--- config.mk ---
export PLATFORM = sky130hd
export DESIGN_NAME = uart_rx_sipo
export DESIGN_NICKNAME = d
export VERILOG_FILES = /design/src/rtl/uart_rx_sipo.sv
export SDC_FILE = /design/constraint.sdc
export NUM_CORES = 1
export LEC_CHECK = 0
export ABC_AREA = 1
export BUFFER_PORTS_ARGS = -buffer_cell sky130_fd_sc_hd__buf_2
export CORE_AREA = 2 2 53 55
export CTS_CLUSTER_SIZE = 28
export DETAILED_ROUTE_END_ITERATION = 8
export DIE_AREA = 0 0 55 57
export GPL_TIMING_DRIVEN = 0
export PLACE_DENSITY_LB_ADDON = 0.25
export SLEW_MARGIN = 5
export SYNTH_ARGS = -nofsm -noshare
export SYNTH_HDL_FRONTEND = slang
export SYNTH_SLANG_ARGS = --single-unit
--- constraint.sdc ---
create_clock -name baud_clk -period 2.1 [get_ports baud_clk]
set_input_delay 0.315 -clock baud_clk [delete_from_list [all_inputs] [get_ports baud_clk]]
set_output_delay 0.315 -clock baud_clk [all_outputs]
set_load 0.1 [all_outputs]
--- src/rtl/uart_rx_sipo.sv ---
// -----------------------------------------------------------------------------
// uart_rx_sipo
//   Serial-in/parallel-out UART receiver for 11-bit frames:
//     start(0), data[7:0] LSB first, parity, stop(1).
//   Runs on an OS-times oversampled baud clock and samples every bit at its
//   centre, timed from the edge that first sees the synchronised line low.
//
// Parameters
//   OS          baud_clk cycles per bit (even, >= 4)
//   PARITY_ODD  0 = even parity (bit = ^data), 1 = odd parity (bit = ~^data)
//
// Ports
//   baud_clk     in   oversample clock, all logic on its rising edge
//   reset        in   synchronous, active-high
//   data_rx      in   serial line, asynchronous to baud_clk, idles high
//   data_out     out  [7:0] last received byte
//   data_valid   out  one-cycle pulse when data_out/parity_err/frame_err update
//   parity_err   out  parity mismatch in the last frame
//   frame_err    out  stop bit sampled low in the last frame
//   active_flag  out  high while a frame is in progress (START..STOP)
// -----------------------------------------------------------------------------
module uart_rx_sipo #(
  parameter int OS         = 16,
  parameter bit PARITY_ODD = 1'b0
) (
  input  logic       baud_clk,
  input  logic       reset,
  input  logic       data_rx,
  output logic [7:0] data_out,
  output logic       data_valid,
  output logic       parity_err,
  output logic       frame_err,
  output logic       active_flag
);

  localparam int            CW       = (OS > 1) ? $clog2(OS) : 1;
  localparam logic [CW-1:0] CNT_HALF = CW'(OS / 2 - 1);
  localparam logic [CW-1:0] CNT_LAST = CW'(OS - 1);

  typedef enum logic [2:0] {
    IDLE,
    START,
    DATA,
    PARITY,
    STOP,
    WAIT_HIGH
  } state_t;

  state_t        state, state_d;
  logic          sync1, rx_s;
  logic [CW-1:0] cnt, cnt_d;
  logic [2:0]    bit_idx, bit_idx_d;
  logic [7:0]    shreg, shreg_d;
  logic          rx_parity, rx_parity_d;
  logic          load_out;

  // Two-flop synchronizer. Both stages reset to the idle level so that a
  // reset release never looks like a start bit on its own.
  // NOTE: sequential state is updated with non-blocking assignments so every
  // flop samples the pre-edge value of its neighbours, exactly like hardware.
  always_ff @(posedge baud_clk) begin
    if (reset) begin
      sync1 <= 1'b1;
      rx_s  <= 1'b1;
    end else begin
      sync1 <= data_rx;
      rx_s  <= sync1;
    end
  end

  // Next-state and datapath decisions. The edge that first sees rx_s low in
  // IDLE starts the frame; START waits half a bit to reach the start-bit
  // centre, after which every bit is a full OS cycles apart.
  always_comb begin
    // NOTE: every signal assigned here gets a default first, so no path
    // leaves a value unassigned and no latch is inferred.
    state_d     = state;
    cnt_d       = cnt;
    bit_idx_d   = bit_idx;
    shreg_d     = shreg;
    rx_parity_d = rx_parity;
    load_out    = 1'b0;

    unique case (state)
      IDLE: begin
        cnt_d = '0;
        if (!rx_s) state_d = START;
      end

      START: begin
        if (cnt == CNT_HALF) begin
          cnt_d = '0;
          if (!rx_s) begin
            state_d   = DATA;
            bit_idx_d = '0;
          end else begin
            // Line went back high before the start-bit centre: glitch.
            state_d = IDLE;
          end
        end else begin
          cnt_d = cnt + 1'b1;
        end
      end

      DATA: begin
        if (cnt == CNT_LAST) begin
          cnt_d     = '0;
          shreg_d   = {rx_s, shreg[7:1]};  // LSB arrives first, ends at bit 0
          bit_idx_d = bit_idx + 1'b1;
          if (bit_idx == 3'd7) state_d = PARITY;
        end else begin
          cnt_d = cnt + 1'b1;
        end
      end

      PARITY: begin
        if (cnt == CNT_LAST) begin
          cnt_d       = '0;
          rx_parity_d = rx_s;
          state_d     = STOP;
        end else begin
          cnt_d = cnt + 1'b1;
        end
      end

      STOP: begin
        if (cnt == CNT_LAST) begin
          cnt_d    = '0;
          load_out = 1'b1;
          // Returning to IDLE at the stop centre leaves half a bit to catch
          // a back-to-back start; a low stop means a break, so wait it out.
          state_d  = rx_s ? IDLE : WAIT_HIGH;
        end else begin
          cnt_d = cnt + 1'b1;
        end
      end

      WAIT_HIGH: begin
        if (rx_s) state_d = IDLE;
      end

      default: state_d = IDLE;
    endcase
  end

  always_ff @(posedge baud_clk) begin
    if (reset) begin
      state      <= IDLE;
      cnt        <= '0;
      bit_idx    <= '0;
      shreg      <= '0;
      rx_parity  <= 1'b0;
      data_out   <= '0;
      data_valid <= 1'b0;
      parity_err <= 1'b0;
      frame_err  <= 1'b0;
    end else begin
      state      <= state_d;
      cnt        <= cnt_d;
      bit_idx    <= bit_idx_d;
      shreg      <= shreg_d;
      rx_parity  <= rx_parity_d;
      data_valid <= load_out;
      if (load_out) begin
        data_out   <= shreg;
        parity_err <= rx_parity ^ (^shreg) ^ PARITY_ODD;
        frame_err  <= ~rx_s;
      end
    end
  end

  always_comb begin
    active_flag = state inside {START, DATA, PARITY, STOP};
  end

endmodule

==> results.sh <==
export IMPL_ant_nets=0
export IMPL_path_max_fanout=6
export IMPL_place_ws_ns=0.477
export IMPL_grt_ovfl_total=0
export IMPL_drv_cap=0
export IMPL_numCtsBuffers=5
export IMPL_rr_endpoint="data_out[0]"
export IMPL_min_to="sync1"
export IMPL_slew_limit_headroom_pct=68.0
export IMPL_pin_count=15
export IMPL_cpMostUsedCell="inv_2"
export IMPL_reg2reg_from="cnt[0]"
export IMPL_hp_class="primary input to flop"
export IMPL_io_buffers=13
export IMPL_initial_core_util_pct=59.2
export IMPL_globalplace_congestion=0.813
export IMPL_nets=233
export IMPL_grt_max_degree=11
export IMPL_design_core_area_um2=2620
export IMPL_reg2reg_depth=8
export IMPL_layout_commonest_cell="nand2_1"
export IMPL_setup_viol=0
export IMPL_cts_tree="yes"
export IMPL_hp_start="data_rx"
export IMPL_cts_resized_gates=0
export IMPL_finClkSkew_ns=0.00517
export IMPL_slowest_stage="buf_2"
export IMPL_die_y_um=57
export IMPL_diodes=0
export IMPL_insertion_delay_ns=0.33
export IMPL_synth_top_area_share_pct=41.4
export IMPL_antenna_found_initial=0
export IMPL_postCtsSetupRepairBufs=0
export IMPL_fin_area_um2=1710
export IMPL_num_vias=1327
export IMPL_status="complete, no violations"
export IMPL_end_kind="output pin"
export IMPL_cts_clk_slew_worst_paths_ns=0.10
export IMPL_hold_path_depth=2
export IMPL_drt_iter0_drc=30
export IMPL_vias_per_cell=5.12
export IMPL_area_growth_pct=10.8
export IMPL_hpwl_um=2170
export IMPL_maxSlewViolCount=0
export IMPL_finalSetupTns_ns=0
export IMPL_critPathRequiredTime_ns=1.78
export IMPL_arrival_ns=1.67
export IMPL_finalHoldViolations=0
export IMPL_syn_inst=207
export IMPL_rsz0062_at_grt="no"
export IMPL_synth_avg_cell_area_um2=7.48
export IMPL_syn_nets=213
export IMPL_final_cell_mix="nand2_1, dfxtp_1, a21oi_1"
export IMPL_htree_levels=2
export IMPL_die_w_um=55
export IMPL_crit_chain="inv_2 -> nand3_2 -> inv_2 -> nor2_1 -> inv_1 -> buf_2"
export IMPL_post_dp_cell_area_um2=1650
export IMPL_rows=19
export IMPL_grt_pass1_wl_um=4890
export IMPL_cts_buffer_depth=2
export IMPL_rrSetupSlack_ns=0.55
export IMPL_grt_pass1_vias=1210
export IMPL_drcViolationCount=0
export IMPL_ys_seq_area_share_pct=41.4
export IMPL_fin_util_pct=65.6
export IMPL_cts_hold_buf=0
export IMPL_grt_use_total_pct=21.1
export IMPL_tightestPinTransition_ns=0.484
export IMPL_start_kind="flop"
export IMPL_max_clock_freq_mhz=504
export IMPL_yosys_area_top_type="dfxtp_1"
export IMPL_cellPowerDensity_nw_per_um2=684
export IMPL_cp_slowest_stage_delay_ns=0.44
export IMPL_die_area_um2=3140
export IMPL_yosys_top_cells_area="dfxtp_1, nand2_1, a21oi_1"
export IMPL_ys_ff_latch=32
export IMPL_yosysUniqueCellTypes=24
export IMPL_wl_per_cell_um=11.2
export IMPL_yosysWarnings=0
export IMPL_syn_cell_area_um2=1550
export IMPL_cts_sinks=32
export IMPL_first_pass_iters=4
export IMPL_cts_root_buf="clkbuf_4"
export IMPL_critical_path_class="flop to output pin"
export IMPL_drive_gt1_share_pct=23.2
export IMPL_fin_crit_ns=1.98
export IMPL_irDropWorstVdd_mv=0.590
export IMPL_setup_ws_ns=0.117
export IMPL_p_leak_nw=0.883
export IMPL_routed_wl_um=2890
export IMPL_cp_startpoint="state[2]"
export IMPL_timing_final_crit_share_pct=94.4
-- registers in the layout, indices dropped and copies added (netlist names) --
register,count
bit_idx,3
rx_parity,1
state,3
shreg,8
frame_err,1
rx_s,1
data_out,8
sync1,1
cnt,4
parity_err,1
data_valid,1
-- metrics by stage --
| step | std cells | hold slack (ns) | power [mW] |
|---|---|---|---|
| after CTS | 259 | 0.151 | 1.19 |
| after detailed placement | 251 | 0.398 | 0.820 |
| after global routing | 259 | 0.151 | 1.22 |
| final | 259 | 0.159 | 1.17 |
| after floorplan | 207 | 0.389 | 0.790 |
| after global placement | 251 | 0.393 | 0.814 |
-- cell usage after synthesis, drive strengths merged --
master and instances:
a21oi 25, buf 5, clkbuf 1, dfxtp 32
ha 3, inv 26, nand2 51, nand3 15
nor2 21, o21ai 25, or2 2, xor2 1
-- worst max-delay path by stage --
| stage | cells after the start | endpoint | slack (ns) |
|---|---|---|---|
| after global placement | 7 | active_flag | 0.51 |
| after detailed placement | 5 | active_flag | 0.48 |
| after CTS | 5 | active_flag | 0.12 |
| after global routing | 5 | active_flag | 0.03 |
| after floorplan | 6 | active_flag | 0.44 |
| final | 6 | active_flag | 0.12 |
-- power by group --
group          switching (mW)  internal [mW]  total (mW)
combinational           0.122         0.0472       0.169
sequential             0.0168          0.619       0.636
clock                   0.204          0.164       0.367
-- worst max-delay path, delay by kind of cell (launching register included) --
family                 cells  cell delay (ns)
buffers and inverters      4             0.78
flip-flops                 1             0.37
AND/OR/NAND/NOR            2             0.19
-- per-layer routing --
metal / wire (um) / track usage (%)
met1: 1380 / 26.5
met2: 1320 / 34.0
met3: 154 / 7.07
met4: 38 / 6.27
met5: 0 / 0
-- kinds of logic after synthesis --
logic type / count (synthesis) / share of synthesized area (%)
AOI/OAI and AO/OA: 50 / 18.4
DFF: 32 / 41.4
buffers and inverters: 32 / 9.38
xor gates and xnor gates: 1 / 0.566
and+or+nand+nor: 89 / 27.9
adders and majority gates: 3 / 2.43
-- area by class of cell --
type / count / area [um^2]
Timing Repair Buffer: 13 / 65.1
Sequential cell: 32 / 641
Buffer: 6 / 47.5
Fill cell: 234 / 901
Multi-Input combinational cell: 143 / 762
Clock buffer: 7 / 55.1
Clock inverter: 1 / 7.51
Tap cell: 31 / 38.8
Inverter: 26 / 97.6
(Power assumes the default switching activity.)
